--- src/rtl/pipelined_cla_pkg.sv ---
// Shared elaboration helpers for the pipelined carry-lookahead adder.
package pipelined_cla_pkg;

  function automatic int num_stages(input int width, input int group);
    return width / group;
  endfunction

  function automatic bit width_fits(input int width, input int group);
    return (group > 0) && (width >= group) && ((width % group) == 0);
  endfunction

endpackage

--- src/rtl/pipelined_cla_adder_cla_group.sv ---
// Combinational GROUP-bit carry-lookahead block: per-bit carries, group generate/propagate,
// carry out and the carry into the group's MSB (used for signed overflow).
module cla_group #(
  parameter int GROUP = 4
) (
  input  logic [GROUP-1:0] a,
  input  logic [GROUP-1:0] b,
  input  logic             cin,
  output logic [GROUP-1:0] sum,
  output logic             cout,
  output logic             msb_cin,
  output logic             gg,
  output logic             gp
);

  logic [GROUP-1:0] g;
  logic [GROUP-1:0] p;
  logic [GROUP-1:0] carry;

  assign g = a & b;
  assign p = a ^ b;

  // Carry into bit k expressed purely from g/p/cin, so each bit flattens to sum-of-products.
  function automatic logic carry_into(input int k, input logic [GROUP-1:0] g_v,
                                      input logic [GROUP-1:0] p_v, input logic c0);
    logic c;
    c = c0;
    for (int j = 0; j < GROUP; j++) begin
      if (j < k) c = g_v[j] | (p_v[j] & c);
    end
    return c;
  endfunction

  genvar gi;
  for (gi = 0; gi < GROUP; gi++) begin : g_bit
    assign carry[gi] = carry_into(gi, g, p, cin);
  end

  assign gg      = carry_into(GROUP, g, p, 1'b0);
  assign gp      = &p;
  assign cout    = gg | (gp & cin);
  assign msb_cin = carry[GROUP-1];
  assign sum     = p ^ carry;

endmodule

--- src/rtl/pipelined_cla_adder.sv ---
// Pipelined CLA adder/subtractor: one lookahead group per register stage, skewed operands,
// valid/ready handshake with a single global advance so a stalled output freezes every stage.
module pipelined_cla_adder
  import pipelined_cla_pkg::*;
#(
  parameter int WIDTH = 16,
  parameter int GROUP = 4
) (
  input  logic             clk,
  input  logic             reset,
  input  logic             in_valid,
  output logic             in_ready,
  input  logic [WIDTH-1:0] a,
  input  logic [WIDTH-1:0] b,
  input  logic             c_in,
  input  logic             sub,
  output logic             out_valid,
  input  logic             out_ready,
  output logic [WIDTH-1:0] s,
  output logic             c_out,
  output logic             overflow,
  output logic             zero
);

  localparam int N = num_stages(WIDTH, GROUP);

  if (!width_fits(WIDTH, GROUP)) begin : g_bad_width
    $error("pipelined_cla_adder: WIDTH must be a nonzero multiple of GROUP");
  end

  logic             advance;
  logic [WIDTH-1:0] b_eff;
  logic             cin_eff;

  assign b_eff    = b ^ {WIDTH{sub}};
  assign cin_eff  = c_in ^ sub;
  assign in_ready = !out_valid || out_ready;
  assign advance  = in_ready;

  genvar gi;
  for (gi = 0; gi < N; gi++) begin : g_stage
    localparam int SUM_W = (gi + 1) * GROUP;

    logic             valid_q;
    logic             carry_q;
    logic [SUM_W-1:0] sum_q;
    logic             valid_d;
    logic [SUM_W-1:0] sum_d;
    logic [GROUP-1:0] a_grp;
    logic [GROUP-1:0] b_grp;
    logic             c_grp;
    logic [GROUP-1:0] sum_grp;
    logic             cout_grp;
    logic             msb_cin_grp;
    logic             gg_grp;
    logic             gp_grp;
    logic             unused_taps;

    if (gi == 0) begin : g_head
      assign valid_d = in_valid;
      assign a_grp   = a[GROUP-1:0];
      assign b_grp   = b_eff[GROUP-1:0];
      assign c_grp   = cin_eff;
      assign sum_d   = sum_grp;
    end else begin : g_body
      assign valid_d = g_stage[gi-1].valid_q;
      assign a_grp   = g_stage[gi-1].g_ops.opa_q[GROUP-1:0];
      assign b_grp   = g_stage[gi-1].g_ops.opb_q[GROUP-1:0];
      assign c_grp   = g_stage[gi-1].carry_q;
      assign sum_d   = {sum_grp, g_stage[gi-1].sum_q};
    end

    cla_group #(.GROUP(GROUP)) u_cla (
      .a       (a_grp),
      .b       (b_grp),
      .cin     (c_grp),
      .sum     (sum_grp),
      .cout    (cout_grp),
      .msb_cin (msb_cin_grp),
      .gg      (gg_grp),
      .gp      (gp_grp)
    );

    always_ff @(posedge clk or posedge reset) begin
      if (reset) begin
        valid_q <= 1'b0;
        carry_q <= 1'b0;
        sum_q   <= '0;
      end else if (advance) begin
        valid_q <= valid_d;
        carry_q <= cout_grp;
        sum_q   <= sum_d;
      end
    end

    // Operand bits not yet consumed ride along with their operation; the last stage has none left.
    if (gi < N - 1) begin : g_ops
      localparam int OP_W = WIDTH - SUM_W;
      logic [OP_W-1:0] opa_q, opb_q, opa_d, opb_d;

      if (gi == 0) begin : g_src
        assign opa_d = a[WIDTH-1:GROUP];
        assign opb_d = b_eff[WIDTH-1:GROUP];
      end else begin : g_src
        assign opa_d = g_stage[gi-1].g_ops.opa_q[OP_W+GROUP-1:GROUP];
        assign opb_d = g_stage[gi-1].g_ops.opb_q[OP_W+GROUP-1:GROUP];
      end

      always_ff @(posedge clk or posedge reset) begin
        if (reset) begin
          opa_q <= '0;
          opb_q <= '0;
        end else if (advance) begin
          opa_q <= opa_d;
          opb_q <= opb_d;
        end
      end

      assign unused_taps = gg_grp ^ gp_grp ^ msb_cin_grp;
    end else begin : g_tail
      logic ovf_q;
      logic zero_q;

      always_ff @(posedge clk or posedge reset) begin
        if (reset) begin
          ovf_q  <= 1'b0;
          zero_q <= 1'b0;
        end else if (advance) begin
          ovf_q  <= msb_cin_grp ^ cout_grp;
          zero_q <= (sum_d == '0);
        end
      end

      assign unused_taps = gg_grp ^ gp_grp;
    end
  end

  assign out_valid = g_stage[N-1].valid_q;
  assign s         = g_stage[N-1].sum_q;
  assign c_out     = g_stage[N-1].carry_q;
  assign overflow  = g_stage[N-1].g_tail.ovf_q;
  assign zero      = g_stage[N-1].g_tail.zero_q;

endmodule

--- config.mk ---
export PLATFORM = sky130hd
export DESIGN_NAME = pipelined_cla_adder
export DESIGN_NICKNAME = d
export VERILOG_FILES = /design/src/rtl/pipelined_cla_pkg.sv /design/src/rtl/pipelined_cla_adder_cla_group.sv /design/src/rtl/pipelined_cla_adder.sv
export SDC_FILE = /design/constraint.sdc
export NUM_CORES = 1
export LEC_CHECK = 0
export CORE_MARGIN = 2
export CORE_UTILIZATION = 30
export DETAILED_ROUTE_END_ITERATION = 8
export HOLD_SLACK_MARGIN = 0.08
export PLACE_DENSITY = 0.54
export SLEW_MARGIN = 40
export SYNTH_ARGS = -nofsm -noshare
export SYNTH_HDL_FRONTEND = slang
export SYNTH_HIERARCHICAL = 1
export SYNTH_SLANG_ARGS = --single-unit
--- constraint.sdc ---
create_clock -name clk -period 5.84 [get_ports clk]
set_input_delay 0.876 -clock clk [delete_from_list [all_inputs] [get_ports clk]]
set_output_delay 0.876 -clock clk [all_outputs]
set_load 0.01 [all_outputs]
==> results of run 1 <==
[power by group through the flow]
stage	Clock, mW	Sequential, mW	Combinational [mW]
floorplan	0	1.16	0.730
CTS	0.685	1.17	1.09
global route	0.719	1.21	1.26
global placement	0	1.17	1.04
detailed placement	0	1.18	1.08
finish	0.669	1.16	1.06
[flip-flops by register name, summed over array words and instances (netlist names)]
signal / flops
c_out: 1
g_stage.carry_q: 3
g_stage.g_ops.opa_q: 24
g_stage.g_ops.opb_q: 24
g_stage.sum_q: 24
g_stage.valid_q: 3
out_valid: 1
overflow: 1
s: 16
zero: 1
[layer usage]
metal  global-route usage, %  vias to the layer above  routed length, µm
li1                        -                     1669                  -
met3                    2.80                       14                350
met2                    18.9                       50               3990
met5                       0                        -                  0
met4                    5.17                        0                157
met1                    16.1                     1500               4410
[per-stage QoR]
stage	worst slack (ps)	hold WS, ps	cell area [µm²]	utilization (%)
2_1_floorplan	2400	430	4600	-
3_3_place_gp	2540	450	5310	35.2
3_5_place_dp	2440	454	5310	35.2
4_1_cts	2810	471	5660	37.5
5_1_grt	2600	492	5660	37.5
6_report	2830	465	5660	37.5
[cell type report]
class	instances	share of cell area, %
Sequential cell	98	43.3
Multi-Input combinational cell	355	32.8
Timing Repair Buffer	62	10.9
Clock buffer	13	4.95
Tap cell	188	4.15
Inverter	39	2.63
Clock inverter	3	1.21
[worst max-delay path: stages]
cell and delay (ps):
clkdlybuf4s50_1 450, buf_4 290, xor2_1 220, inv_1 90, fa_1 400, inv_1 70, fa_1 160, inv_1 50
fa_1 370, xnor2_1 130, nand2_1 60, nand2_1 50
[how the worst min path moves through the flow]
stage / start / end / slack [ps] / depth (start not counted)
floorplan: g_stage[2].valid_q$_DFFE_PP0P_ / g_stage[2].valid_q$_DFFE_PP0P_ / 430 / 2
global placement: g_stage[2].valid_q$_DFFE_PP0P_ / g_stage[2].valid_q$_DFFE_PP0P_ / 450 / 2
detailed placement: g_stage[2].valid_q$_DFFE_PP0P_ / out_valid$_DFFE_PP0P_ / 450 / 1
CTS: g_stage[1].g_ops.opa_q[5]$_DFFE_PP0P_ / g_stage[1].g_ops.opa_q[5]$_DFFE_PP0P_ / 470 / 2
global route: g_stage[1].g_ops.opb_q[4]$_DFFE_PP0P_ / g_stage[1].g_ops.opb_q[4]$_DFFE_PP0P_ / 490 / 2
finish: s[6]$_DFFE_PP0P_ / s[6]$_DFFE_PP0P_ / 470 / 2
==> results.yml, run 1 <==
worst_setup_path:
  crit_fanout: 17
  critPathArrivalTime_ps: 3240
  endpoint_kind: "flip-flop"
  r2r-start: "g_stage[2].g_ops.opa_q[0]$_DFFE_PP0P_"
  critPathKind: "in -> reg"
  r2r-end: "zero$_DFFE_PP0P_"
  startpoint: "sub"
  required_ps: 6070
  rrSetupSlack_ps: 3450
  cp-start-kind: "input port"
  ff2ff_path_depth: 10
  endpoint: "g_stage[0].sum_q[3]$_DFFE_PP0P_"
detailed_routing:
  post_drt_via_cell_ratio: 4.27
  drt_wl_total_mm: 8.91
  drc: 0
  dr.pass1.iters: 4
  drtAntennaViolNets: 0
  vias: 3233
  drt_iter0_markers: 184
  post_drt_wl_per_cell_um: 11.8
pwr:
  total_power_mw: 2.89
  p_leak_nw: 2.87
  power.internal_mw: 1.87
  p_seq_share_pct: 40.3
  switching_share_pct: 35.5
  clkPwrFrac_pct: 23.1
  peakVddDrop_v: 0.000149
  p_sw_mw: 1.03
  combPwrFrac_pct: 36.6
  power.density_mw_per_mm2: 511
timing:
  skew_ps: 7.46
  fmax_ghz: 0.332
  tns_ps: 0
  tightest_slew_ps: 772
  maxSlewViolCount: 0
  final_hold_viol_count: 0
  setup_violations: 0
  rsz0062_at_grt: "false"
  maxSlewHeadroom_pct: 48.5
  fin_crit_sh_pct: 51.5
  post-route-min-period_ps: 3010
synth:
  netlist_instances: 515
  avgSynthCellArea_um2: 8.93
  synthesis.nets: 581
  synth_area_mm2: 0.00460
  ys.warnings.count: 6
global_routing:
  antenna_found_initial: 0
  grt_pass1_vias: 3357
  grt_overflow: 0
  grt_first_pass_wirelength_mm: 15.8
  grt_max_degree: 112
  grt.total_usage_pct: 12.1
floorplanning:
  ioPinCount: 59
  dieHeight_um: 128
  fp.dieArea_mm2: 0.0163
  core-area_mm2: 0.0151
  die_w_um: 128
  num_rows: 45
  floorplan.initialDensity_pct: 30.5
layout:
  final_common_cell: "nand2_1"
  seq_area_mm2: 0.00245
  nets: 631
  syn_to_final_growth_pct: 23.2
  final_cell_mix: "nand2_1 (267), dfrtp_1 (98), clkdlybuf4s50_1 (58)"
  multiInputGateArea_mm2: 0.00186
  stdcell_count: 758
  nFillCells: 1596
  drive_above_1_share_pct: 4.21
  antenna_cells: 0
cts:
  clockBufferDepth: 2
  numCtsBuffers: 9
  htree_num_levels: 3
  hold_buffers: 0
  cts_tree: "built"
  postCtsSetupBuffers: 0
  cts_resized: 0
  clk_pin_slew_ps: 60
  cts-root-buf: "clkbuf_16"
  insertion_delay_ps: 340
  cts.sinks: 98
place:
  place.gp.congestion: 0.790
  dp_hpwl_mm: 6.04
  dp.cells: 742
  numPortBuffers: 58
status:
  status: "finished clean"
run:
  max_cap_viol_count: 0
min_path:
  hp-class: "reg -> reg"
Power figures use the tool's default switching activity.
==> inputs of run 2 (changes only) <==
clock period = 2.8 ns   (was 5.84 ns; I/O delays follow)
==> run 2 against run 1 <==
Combinational power increased by 110%; critical path depth decreased by 1; sequential power increased by 110%; critical endpoint unchanged.
==> results.yml, run 2 (synthesized netlist as in run 1, its figures left out) <==
worst_setup_path:
  r2r-start: "g_stage[2].g_ops.opa_q[0]$_DFFE_PP0P_"
  crit_slowest_cell: "clkdlybuf4s50_1"
  crit_fanout: 3
  worstPathCellList: "clkdlybuf4s50_1 > xor2_1 > inv_1 > fa_1 > inv_1 > fa_1 > inv_1 > fa_1 > xnor2_1 > nand2_1 > nand2_1"
  endpoint_kind: "flip-flop"
  critPathMaxStageDelay_ps: 620
  cp-start-kind: "input port"
  endpoint: "g_stage[0].sum_q[3]$_DFFE_PP0P_"
  startpoint: "sub"
  critPathArrivalTime_ps: 2620
  required_ps: 3030
  ff2ff_path_depth: 10
  rrSetupSlack_ps: 470
  path_delay_family: "adder cells"
  r2r-end: "zero$_DFFE_PP0P_"
  path_buf_inv: 4
  critPathKind: "in -> reg"
  cp_num_cells: 11
run:
  max_cap_viol_count: 0
cts:
  htree_num_levels: 3
  postCtsSetupBuffers: 0
  cts_resized: 0
  cts-root-buf: "clkbuf_16"
  numCtsBuffers: 9
  hold_buffers: 0
  cts.sinks: 98
  clockBufferDepth: 2
  cts_tree: "built"
  insertion_delay_ps: 340
  clk_pin_slew_ps: 70
global_routing:
  grt.total_usage_pct: 11.9
  antenna_found_initial: 0
  grt_first_pass_wirelength_mm: 15.7
  grt_pass1_vias: 3321
  grt_max_degree: 112
  grt_overflow: 0
floorplanning:
  fp.dieArea_mm2: 0.0163
  floorplan.initialDensity_pct: 30.5
  dieHeight_um: 128
  die_w_um: 128
  core-area_mm2: 0.0151
  ioPinCount: 59
  num_rows: 45
timing:
  skew_ps: 5.42
  fmax_ghz: 0.417
  setup_violations: 0
  fin_crit_sh_pct: 85.6
  maxSlewHeadroom_pct: 58.8
  maxSlewViolCount: 0
  fin_ws_ps: 404
  hold_slack_ps: 460
  post-route-min-period_ps: 2400
  final_hold_viol_count: 0
  rsz0062_at_grt: "false"
  tightest_slew_ps: 617
place:
  dp_hpwl_mm: 6.14
  numPortBuffers: 58
  place.gp.congestion: 0.756
  dp_slack_ps: -6.36
pwr:
  total_power_mw: 5.89
  power.density_mw_per_mm2: 1040
  p_leak_nw: 2.85
  peakVddDrop_v: 0.000336
detailed_routing:
  drt_wl_total_mm: 8.85
  drc: 0
  vias: 3233
  post_drt_via_cell_ratio: 4.26
  drt_iter0_markers: 206
  dr.pass1.iters: 4
  drtAntennaViolNets: 0
  post_drt_wl_per_cell_um: 11.7
layout:
  syn_to_final_growth_pct: 23.1
  final_common_cell: "nand2_1"
  reg_top3: "g_stage.g_ops.opa_q: 24 flops, g_stage.g_ops.opb_q: 24 flops, g_stage.sum_q: 24 flops"
  nets: 632
  drive_above_1_share_pct: 4.38
  final_cell_mix: "nand2_1 (267), dfrtp_1 (98), clkdlybuf4s50_1 (58)"
  fin_util_pct: 37.5
  antenna_cells: 0
min_path:
  hp-class: "reg -> reg"
status:
  status: "finished clean"
-- run 2: cell count changes in the layout (fill, tap and decap cells not counted), sizes merged --
cell / delta
clkinv: +2
buf: +1
bufinv: -1
clkbuf: -3
clkinvlp: +2
-- run 2: final cells by class --
| cell class | count | area, µm² |
|---|---|---|
| fill | 1595 | 9430 |
| sequential | 98 | 2450 |
| multi-input combinational | 355 | 1860 |
| timing repair buffer | 63 | 659 |
| clock buffer | 10 | 239 |
| tap | 188 | 235 |
| inverter | 39 | 150 |
| clock inverter | 6 | 65.1 |
-- run 2: stage by stage --
| stage | setup TNS [ps] | area [µm²] | instances |
|---|---|---|---|
| global route | 0 | 5660 | 759 |
| CTS | 0 | 5660 | 759 |
| floorplan | 0 | 4600 | 515 |
| global placement | 0 | 5350 | 743 |
| detailed placement | -6.36 | 5350 | 743 |
| finish | 0 | 5660 | 759 |
-- run 2: where the power goes --
group | leakage [nW] | total (mW) | switching (mW) | internal (mW)
clock network | 0.149 | 1.25 | 0.531 | 0.719
logic | 1.51 | 2.21 | 1.23 | 0.986
registers | 1.19 | 2.43 | 0.394 | 2.04
-- run 2: how the worst min path moves through the flow --
stage | from | end | slack, ps | depth (start not counted)
5_1_grt | g_stage[2].valid_q$_DFFE_PP0P_ | out_valid$_DFFE_PP0P_ | 470 | 1
3_3_place_gp | g_stage[2].valid_q$_DFFE_PP0P_ | g_stage[2].valid_q$_DFFE_PP0P_ | 450 | 2
4_1_cts | g_stage[2].valid_q$_DFFE_PP0P_ | g_stage[2].valid_q$_DFFE_PP0P_ | 460 | 2
6_report | g_stage[2].valid_q$_DFFE_PP0P_ | g_stage[2].valid_q$_DFFE_PP0P_ | 460 | 2
2_1_floorplan | g_stage[2].valid_q$_DFFE_PP0P_ | g_stage[2].valid_q$_DFFE_PP0P_ | 430 | 2
3_5_place_dp | g_stage[2].valid_q$_DFFE_PP0P_ | g_stage[2].valid_q$_DFFE_PP0P_ | 450 | 2
-- run 2: worst reg2reg max path: stages (launching register included) --
cell	delay, ps
dfrtp_1	370
inv_1	70
fa_1	420
inv_1	80
fa_1	160
inv_1	50
fa_1	390
xnor2_1	170
nor4_1	250
nand4_1	120
o21ai_0	170
-- run 2: per-layer routing --
layer	global-route usage (%)	wire (µm)	vias to the layer above
li1	-	-	1676
met1	16.1	4530	1501
met5	0	0	-
met3	2.34	284	6
met2	19.0	3970	50
met4	4.33	68	0
==> inputs of run 3 (changes only) <==
CORE_ASPECT_RATIO = 0.7   (was default)
CORE_MARGIN = 1   (was 2)
SETUP_SLACK_MARGIN = 0.02   (was default)
==> run 3 against run 2 <==
Register-to-register slack about the same; sequential share of layout area up 0.058 points; via count decreased by 0.15%; maximum frequency fell by 2.1%; critical path type unchanged; largest cell class unchanged.
==> results.yml, run 3 (synthesized netlist as in run 1, its figures left out) <==
timing:
  tightest_slew_ps: 591
  final_hold_viol_count: 0
  maxSlewHeadroom_pct: 60.6
  rsz0062_at_grt: "false"
  fin_ws_ps: 353
  fmax_ghz: 0.409
  maxSlewViolCount: 0
  fin_crit_sh_pct: 87.4
  skew_ps: 7.05
  setup_violations: 0
  post-route-min-period_ps: 2450
worst_setup_path:
  critPathMaxStageDelay_ps: 650
  crit_fanout: 3
  cp-start-kind: "input port"
  required_ps: 3020
  worstPathCellList: "clkdlybuf4s50_1 > xor2_1 > inv_1 > fa_1 > inv_1 > fa_1 > inv_1 > fa_1 > xnor2_1 > nand2_1 > nand2_1"
  endpoint_kind: "flip-flop"
  critPathArrivalTime_ps: 2670
  crit_slowest_cell: "clkdlybuf4s50_1"
  critPathKind: "in -> reg"
place:
  dp_hpwl_mm: 6.55
  numPortBuffers: 58
  place.gp.congestion: 0.769
  place_area_mm2: 0.00537
  dp_slack_ps: -30.0
  dp.cells: 751
pwr:
  peakVddDrop_v: 0.000332
  p_leak_nw: 2.84
  total_power_mw: 5.85
  power.density_mw_per_mm2: 1040
layout:
  stdcell_count: 766
  nFillCells: 1535
  seq_area_mm2: 0.00245
  fin_util_pct: 38.2
  final_area_mm2: 0.00565
  reg_top3: "g_stage.g_ops.opa_q: 24 flops, g_stage.g_ops.opb_q: 24 flops, g_stage.sum_q: 24 flops"
  final_cell_mix: "nand2_1 (267), dfrtp_1 (98), clkdlybuf4s50_1 (58)"
  multiInputGateArea_mm2: 0.00186
  drive_above_1_share_pct: 4.20
  antenna_cells: 0
  nets: 633
  final_common_cell: "nand2_1"
  syn_to_final_growth_pct: 22.9
min_path:
  hp-class: "in -> async"
cts:
  cts_resized: 0
  numCtsBuffers: 9
  cts-root-buf: "clkbuf_16"
  htree_num_levels: 3
  insertion_delay_ps: 340
  clockBufferDepth: 2
  clk_pin_slew_ps: 70
  cts_tree: "built"
  cts.sinks: 98
  hold_buffers: 0
  postCtsSetupBuffers: 0
floorplanning:
  num_rows: 37
  ioPinCount: 59
  core-area_mm2: 0.0148
  die_w_um: 150
  dieHeight_um: 106
  floorplan.initialDensity_pct: 31.0
  fp.dieArea_mm2: 0.0158
detailed_routing:
  drtAntennaViolNets: 0
  post_drt_via_cell_ratio: 4.21
  vias: 3228
  dr.pass1.iters: 4
  drt_wl_total_mm: 9.17
  post_drt_wl_per_cell_um: 12.0
  drt_iter0_markers: 134
  drc: 0
global_routing:
  grt_overflow: 0
  grt_first_pass_wirelength_mm: 16.1
  grt.total_usage_pct: 13.0
  grt_pass1_vias: 3358
  grt_max_degree: 112
  antenna_found_initial: 0
run:
  max_cap_viol_count: 0
status:
  status: "finished clean"
==> run 3: cell types whose count changed in the layout (fill, tap and decap cells not counted) <==
cell	change
clkinv_2	-2
buf_4	+1
bufinv_16	-1
clkbuf_1	+1
clkbuf_8	+1
clkinv_4	-1
clkinvlp_4	+1
==> run 3: layout make-up <==
cell class              instances  share of cell area, %
flip-flops and latches         98                   43.4
multi-input cells             355                   32.9
repair buffers                 64                   11.8
clock buffers                  12                   4.54
well taps                     195                   4.32
inverters                      39                   2.66
clock inverters                 3                  0.420
==> run 3: per-layer routing <==
metal | global-route usage [%] | wire length (µm)
met1 | 18.9 | 4860
met2 | 19.1 | 3900
met3 | 3.51 | 332
met4 | 2.81 | 75
met5 | 0 | 0
==> run 3: final timing paths <==
check,from,endpoint,slack (ps),cells after the start
setup / recovery,sub,g_stage[0].sum_q[3]$_DFFE_PP0P_,350,11
hold / removal,reset,g_stage[2].g_ops.opb_q[2]$_DFFE_PP0P_,440,2
min in group clk,s[14]$_DFFE_PP0P_,s[14]$_DFFE_PP0P_,470,2
setup reg to reg,g_stage[2].g_ops.opa_q[0]$_DFFE_PP0P_,zero$_DFFE_PP0P_,470,10
hold reg to reg,s[14]$_DFFE_PP0P_,s[14]$_DFFE_PP0P_,470,2
max in group asynchronous,reset,g_stage[1].sum_q[7]$_DFFE_PP0P_,1720,3
==> run 3: critical path: cells and delay by family <==
| kind | cells | cell delay, ps |
|---|---|---|
| buf+inv | 4 | 870 |
| simple gates | 2 | 100 |
| fa+ha+maj | 3 | 920 |
| xor+xnor | 2 | 360 |
==> run 3: stage by stage <==
stage	hold WS (ps)	setup TNS [ps]
floorplan	430	0
global placement	454	0
detailed placement	456	-55.4
CTS	451	0
global route	463	0
finish	444	0
==> run 3: power by group <==
group,internal (mW),total (mW),switching [mW]
sequential,2.04,2.44,0.401
clock,0.650,1.16,0.512
combinational,0.991,2.25,1.26
